$ cat src/rtl/serial_alu_pkg.sv
// serial_alu_pkg
// Shared definitions for the bit-serial ALU sequencer:
//   - opcode encodings for the 3-bit select field (MOV, NOT, ADD, SUB, OR, AND, two reserved)
//   - sequencer state encoding (IDLE, RUN, DONE)
//   - counterWidth(): bit counter width for a given operand width
package serial_alu_pkg;

    localparam logic [2:0] OP_MOV   = 3'b000;
    localparam logic [2:0] OP_NOT   = 3'b001;
    localparam logic [2:0] OP_ADD   = 3'b010;
    localparam logic [2:0] OP_SUB   = 3'b011;
    localparam logic [2:0] OP_OR    = 3'b100;
    localparam logic [2:0] OP_AND   = 3'b101;
    localparam logic [2:0] OP_RSVD6 = 3'b110;
    localparam logic [2:0] OP_RSVD7 = 3'b111;

    localparam logic [1:0] ST_IDLE = 2'd0;
    localparam logic [1:0] ST_RUN  = 2'd1;
    localparam logic [1:0] ST_DONE = 2'd2;

    // The counter only has to reach WIDTH-1, so $clog2(WIDTH) bits are enough.
    // A floor of one bit keeps the vector legal for degenerate widths.
    function automatic int counterWidth(input int width);
        return (width <= 1) ? 1 : $clog2(width);
    endfunction

endpackage

$ cat src/rtl/serial_alu_slice.sv
// serial_alu_slice
// Purely combinational 1-bit ALU slice shared by the serial sequencer.
// Ports:
//   i_select  opcode (see serial_alu_pkg)
//   i_a, i_b  operand bits
//   i_cin     carry in
//   o_y       result bit
//   o_cout    carry out (full-adder carry for ADD/SUB, i_cin passed through otherwise)
module serial_alu_slice
    import serial_alu_pkg::*;
(
    input  logic [2:0] i_select,
    input  logic       i_a,
    input  logic       i_b,
    input  logic       i_cin,
    output logic       o_y,
    output logic       o_cout
);

    logic w_bEff;

    // Subtraction is a + ~b + 1; the +1 comes from the carry being seeded
    // with 1 by the sequencer, so the slice only has to invert b here.
    assign w_bEff = (i_select == OP_SUB) ? ~i_b : i_b;

    // Non-arithmetic opcodes leave the carry untouched so that it simply
    // rides through the sequence; reserved opcodes produce a zero bit.
    always_comb begin
        o_y    = 1'b0;
        o_cout = i_cin;
        case (i_select)
            OP_MOV: o_y = i_a;
            OP_NOT: o_y = ~i_a;
            OP_ADD, OP_SUB: begin
                o_y    = i_a ^ w_bEff ^ i_cin;
                o_cout = (i_a & w_bEff) | (i_cin & (i_a ^ w_bEff));
            end
            OP_OR:  o_y = i_a | i_b;
            OP_AND: o_y = i_a & i_b;
            default: o_y = 1'b0;
        endcase
    end

endmodule

$ cat src/rtl/serial_alu_seq.sv
// serial_alu_seq
// Bit-serial ALU sequencer: accepts a whole-word request, walks the operands
// LSB-first through one shared 1-bit slice (one bit per clock) and assembles
// the WIDTH-bit result, the final carry and a one-cycle done pulse.
// Optional feature macro: SERIAL_ALU_FLAGS_EN enables the zero/ovf flag
// registers; without it both flag ports are tied to 0.
// Ports:
//   i_clk, i_rst       rising-edge clock, asynchronous active-high reset
//   i_start            request strobe, only honoured in IDLE
//   i_select           opcode
//   i_r2, i_r3         operands A and B
//   o_busy             high in RUN and DONE
//   o_done             one-cycle completion pulse
//   o_result           assembled result, held until the next accepted start
//   o_c_out            final carry (for SUB: 1 means no borrow)
//   o_zero, o_ovf      result-is-zero and signed-overflow flags
module serial_alu_seq
    import serial_alu_pkg::*;
#(
    parameter int WIDTH = 32
) (
    input  logic             i_clk,
    input  logic             i_rst,
    input  logic             i_start,
    input  logic [2:0]       i_select,
    input  logic [WIDTH-1:0] i_r2,
    input  logic [WIDTH-1:0] i_r3,
    output logic             o_busy,
    output logic             o_done,
    output logic [WIDTH-1:0] o_result,
    output logic             o_c_out,
    output logic             o_zero,
    output logic             o_ovf
);

    localparam int             CW       = counterWidth(WIDTH);
    localparam logic [CW-1:0]  LAST_BIT = CW'(WIDTH - 1);

    logic [1:0]       r_state;
    logic [CW-1:0]    r_count;
    logic [2:0]       r_op;
    logic [WIDTH-1:0] r_opA;
    logic [WIDTH-1:0] r_opB;
    logic [WIDTH-1:0] r_result;
    logic             r_carry;
    logic             r_cOut;

    logic             w_sliceY;
    logic             w_sliceCout;
    logic             w_lastBit;
    logic [WIDTH-1:0] w_nextResult;

    serial_alu_slice u_slice (
        .i_select (r_op),
        .i_a      (r_opA[0]),
        .i_b      (r_opB[0]),
        .i_cin    (r_carry),
        .o_y      (w_sliceY),
        .o_cout   (w_sliceCout)
    );

    // Each slice bit enters at the MSB so that after WIDTH shifts the first
    // (least significant) bit has walked down to position 0.
    assign w_nextResult = {w_sliceY, r_result[WIDTH-1:1]};
    assign w_lastBit    = (r_state == ST_RUN) && (r_count == LAST_BIT);

    // Main sequencer. In IDLE a start latches the request and seeds the carry
    // (1 for SUB to form the two's complement). The previous result is left
    // visible until the first RUN edge overwrites it. On the last bit the final
    // carry is captured and the FSM moves to DONE for exactly one cycle.
    always_ff @(posedge i_clk or posedge i_rst) begin
        if (i_rst) begin
            r_state  <= ST_IDLE;
            r_count  <= '0;
            r_op     <= OP_MOV;
            r_opA    <= '0;
            r_opB    <= '0;
            r_result <= '0;
            r_carry  <= 1'b0;
            r_cOut   <= 1'b0;
        end else begin
            case (r_state)
                ST_IDLE: begin
                    if (i_start) begin
                        r_state <= ST_RUN;
                        r_op    <= i_select;
                        r_opA   <= i_r2;
                        r_opB   <= i_r3;
                        r_count <= '0;
                        r_carry <= (i_select == OP_SUB);
                    end
                end
                ST_RUN: begin
                    r_result <= w_nextResult;
                    r_opA    <= r_opA >> 1;
                    r_opB    <= r_opB >> 1;
                    r_carry  <= w_sliceCout;
                    r_count  <= r_count + CW'(1);
                    if (w_lastBit) begin
                        r_state <= ST_DONE;
                        r_cOut  <= w_sliceCout;
                    end
                end
                ST_DONE: begin
                    r_state <= ST_IDLE;
                end
                default: begin
                    r_state <= ST_IDLE;
                end
            endcase
        end
    end

`ifdef SERIAL_ALU_FLAGS_EN
    logic r_zero;
    logic r_ovf;

    // Flags are captured together with the final carry. On the last bit the
    // carry register holds the carry into the MSB and the slice produces the
    // carry out of it; their XOR is the signed overflow for ADD/SUB.
    always_ff @(posedge i_clk or posedge i_rst) begin
        if (i_rst) begin
            r_zero <= 1'b0;
            r_ovf  <= 1'b0;
        end else if (w_lastBit) begin
            r_zero <= (w_nextResult == '0);
            r_ovf  <= ((r_op == OP_ADD) || (r_op == OP_SUB)) && (r_carry ^ w_sliceCout);
        end
    end

    assign o_zero = r_zero;
    assign o_ovf  = r_ovf;
`else
    assign o_zero = 1'b0;
    assign o_ovf  = 1'b0;
`endif

    assign o_busy   = (r_state == ST_RUN) || (r_state == ST_DONE);
    assign o_done   = (r_state == ST_DONE);
    assign o_result = r_result;
    assign o_c_out  = r_cOut;

endmodule

$ cat config.mk
export PLATFORM = sky130hd
export DESIGN_NAME = serial_alu_seq
export DESIGN_NICKNAME = d
export VERILOG_FILES = /design/src/rtl/serial_alu_pkg.sv /design/src/rtl/serial_alu_slice.sv /design/src/rtl/serial_alu_seq.sv
export SDC_FILE = /design/constraint.sdc
export NUM_CORES = 1
export LEC_CHECK = 0
export CORE_MARGIN = 2
export CORE_UTILIZATION = 51
export CTS_CLUSTER_DIAMETER = 80
export CTS_CLUSTER_SIZE = 10
export DETAILED_ROUTE_END_ITERATION = 8
export PLACE_DENSITY_LB_ADDON = 0.08
export SETUP_SLACK_MARGIN = 0.5
export SYNTH_ARGS = -nofsm -noshare
export SYNTH_HDL_FRONTEND = slang
export SYNTH_SLANG_ARGS = --single-unit
$ cat constraint.sdc
create_clock -name i_clk -period 5.3 [get_ports i_clk]
set_clock_uncertainty 0.2 [all_clocks]
set_input_delay 1.59 -clock i_clk [delete_from_list [all_inputs] [get_ports i_clk]]
set_output_delay 1.59 -clock i_clk [all_outputs]
set_load 0.03 [all_outputs]
==> metrics.txt <==
placer congestion estimate 0.7408; DR vias/cell 5.073; DR WL/cell 13.71 µm; fmax between 200 and 300 MHz; Rel. slew slack 25.94%; Final ANT Viol Nets 0; Syn Area/Cell around 12 µm²; CP required 3.51 ns; H-tree lvl count 3; Distinct cells, synth 38; most frequent cells after synthesis 108 x dfrtp_1, 69 x nand2_1, 66 x o21ai_0; post_cts resized 0; reg2reg setup slack 2.42 ns; IO Count 107; row count 35; Layout fillers 722; Pwr Density just under 600 nW/µm²; path depth of the worst reg2reg path 6; Post-CTS Setup Bufs 0; Yosys top cell by area dfrtp_1; Worst-Skew Late Latency between 0.3 and 0.4 ns; worst reg2reg endpoint r_carry; worst endpoint data arrival time 1.84 ns; dominant synthesized flop cell dfrtp_1; Layout area overhead 27.70%; gr ovfl total 0; share of the synthesized area in the top cell type 55.81%; critical path fanouts, max 3; initial antenna violation count 0; sum of negative setup slack 0 ns; Slew Limit Fails 0; yosys warns 0; Leak Pwr 2.763 nW; Post-synth EDFFs 0; RSZ-0062 raised after global routing false; top-count cell post-synth dfrtp_1; clk sinks 108; Detailed Route WL between 8 and 9 mm; post-DP HPWL 6.001 mm; FF-to-FF Start r_state[1]; Final min period between 3 and 4 ns; Initial Util a little over half; share of cells above drive strength 1 11.41%; critical path class flip-flop to primary output; clock slew at reported path FFs 0.10 ns; hold_ws 0.2875 ns; WHS Endpoint r_opA[22]; Area contributors post-synth dfrtp_1 56%, mux2i_1 13%, mux2_2 8.1%, o21ai_0 6.8%, nand2_1 5.3%; # DRC 0; worst hold path depth 2; Final Cycle Share 68.54%; initial drt markers 97; Synth Instances 420; min-delay src r_opA[22]; IO buf count 104; Netlist Area Pre-Place 4842 µm²; vias in the first global route 3190; DIE AREA around 10000 µm²; Total Routing Usage GR around 18%; Die Height 101.4 µm; CP Launch Type flip-flop; Final #Nets ~600; Worst Hold Class flip-flop to flip-flop; worst vdd ir 384.0 µV; clk root buf clkbuf_8; number of diodes 0; Post-synth ARST share 100.0%; hold_buf cts 0; endpoints failing setup 0; synthesized flop and latch total 108; Core Box Area 9240 µm²; outcome complete, no violations; TritonCTS clock tree built; Final Hold Fails 0; largest net degree at the start of global routing 75; max-cap violations 0; Die X between 100 and 150 µm; Worst Tran Pin Value 1.107 ns; first-pass GRT wire length 14.62 mm; deepest clock path buffer count 2; Crit. End Element primary output; Pre-Repair DR Iteration Count 5; Num CTS Buffers 9; register area share after synthesis between 50 and 60%; via count 3277
metal layers:
metal | up-vias | track usage, % | wire length, µm
li1 | 1642 | - | -
met1 | 1549 | 24.83 | 4228
met2 | 73 | 28.27 | 4121
met3 | 13 | 3.382 | 349
met4 | 0 | 5.821 | 160
met5 | - | 0 | 0
per-stage QoR:
stage	total power, mW	area [µm²]	utilization, %	instances	setup slack, ns
finish	3.649	6183	66.92	646	1.668
global placement	3.069	5954	64.44	630	1.619
detailed placement	3.128	5954	64.44	630	1.560
global route	3.934	6183	66.92	646	1.604
floorplan	2.665	4846	-	421	0.6644
CTS	3.698	6183	66.92	646	1.645
logic make-up (layout without fill, tap and decap cells):
| family | count (synthesis) | after routing | share of synthesized area [%] |
|---|---|---|---|
| buffers and inverters | 35 | 131 | 3.825 |
| adder cells (fa/ha/maj) | 6 | 6 | 1.705 |
| AO/OA/AOI/OAI | 85 | 85 | 9.690 |
| flip-flops | 108 | 108 | 55.81 |
| multiplexers | 97 | 97 | 20.96 |
| AND/OR/NAND/NOR | 87 | 87 | 7.752 |
| other | 1 | 2 | 0.07745 |
| XOR/XNOR | 1 | 1 | 0.1809 |
worst max path at each step:
stage	from	end	slack [ns]	cells after the start
final	r_state[0]	o_busy	1.67	3
after global routing	r_state[0]	o_busy	1.60	3
after CTS	r_state[0]	o_busy	1.65	3
after detailed placement	i_start	r_opA[20]	1.56	5
after global placement	i_start	r_opA[22]	1.62	5
after floorplan	i_rst	o_c_out	0.66	1
critical path: stages, from the launching register on:
cell             delay, ns
dfrtp_1               0.44
inv_1                 0.09
ha_1                  0.28
clkdlybuf4s50_1       0.68
placed cells by master, fill, tap and decap left out, types with 4 or more instances in the layout:
cell and n:
clkdlybuf4s50_1 104, mux2i_1 62, mux2_2 35, clkbuf_8 9, inv_1 6, ha_1 4
dfrtp_1 108, nand2_1 69, nor2_1 4, o21ai_0 66, a21oi_1 7
cell type report:
cell class	count	area [µm²]	share of cell area (%)
timing repair buffer	108	1084	17.52
clock buffer	9	123.9	2.003
sequential	108	2703	43.71
tap	129	161.4	2.610
inverter	7	28.78	0.4654
multi-input combinational	278	1978	31.99
clock inverter	7	105.1	1.700
state kept, by name, summed over array words and instances (netlist names):
name / count
o_c_out: 1
o_result: 32
r_carry: 1
r_count: 5
r_op: 3
r_opA: 32
r_opB: 32
r_state: 2
where the power goes:
| group | switching (mW) | internal [mW] | total (mW) |
|---|---|---|---|
| clock network | 0.287 | 0.274 | 0.561 |
| registers | 0.236 | 1.21 | 1.44 |
| logic | 0.884 | 0.762 | 1.65 |
| total | 1.41 | 2.24 | 3.65 |
No activity file was read; power rests on OpenSTA's default activity.
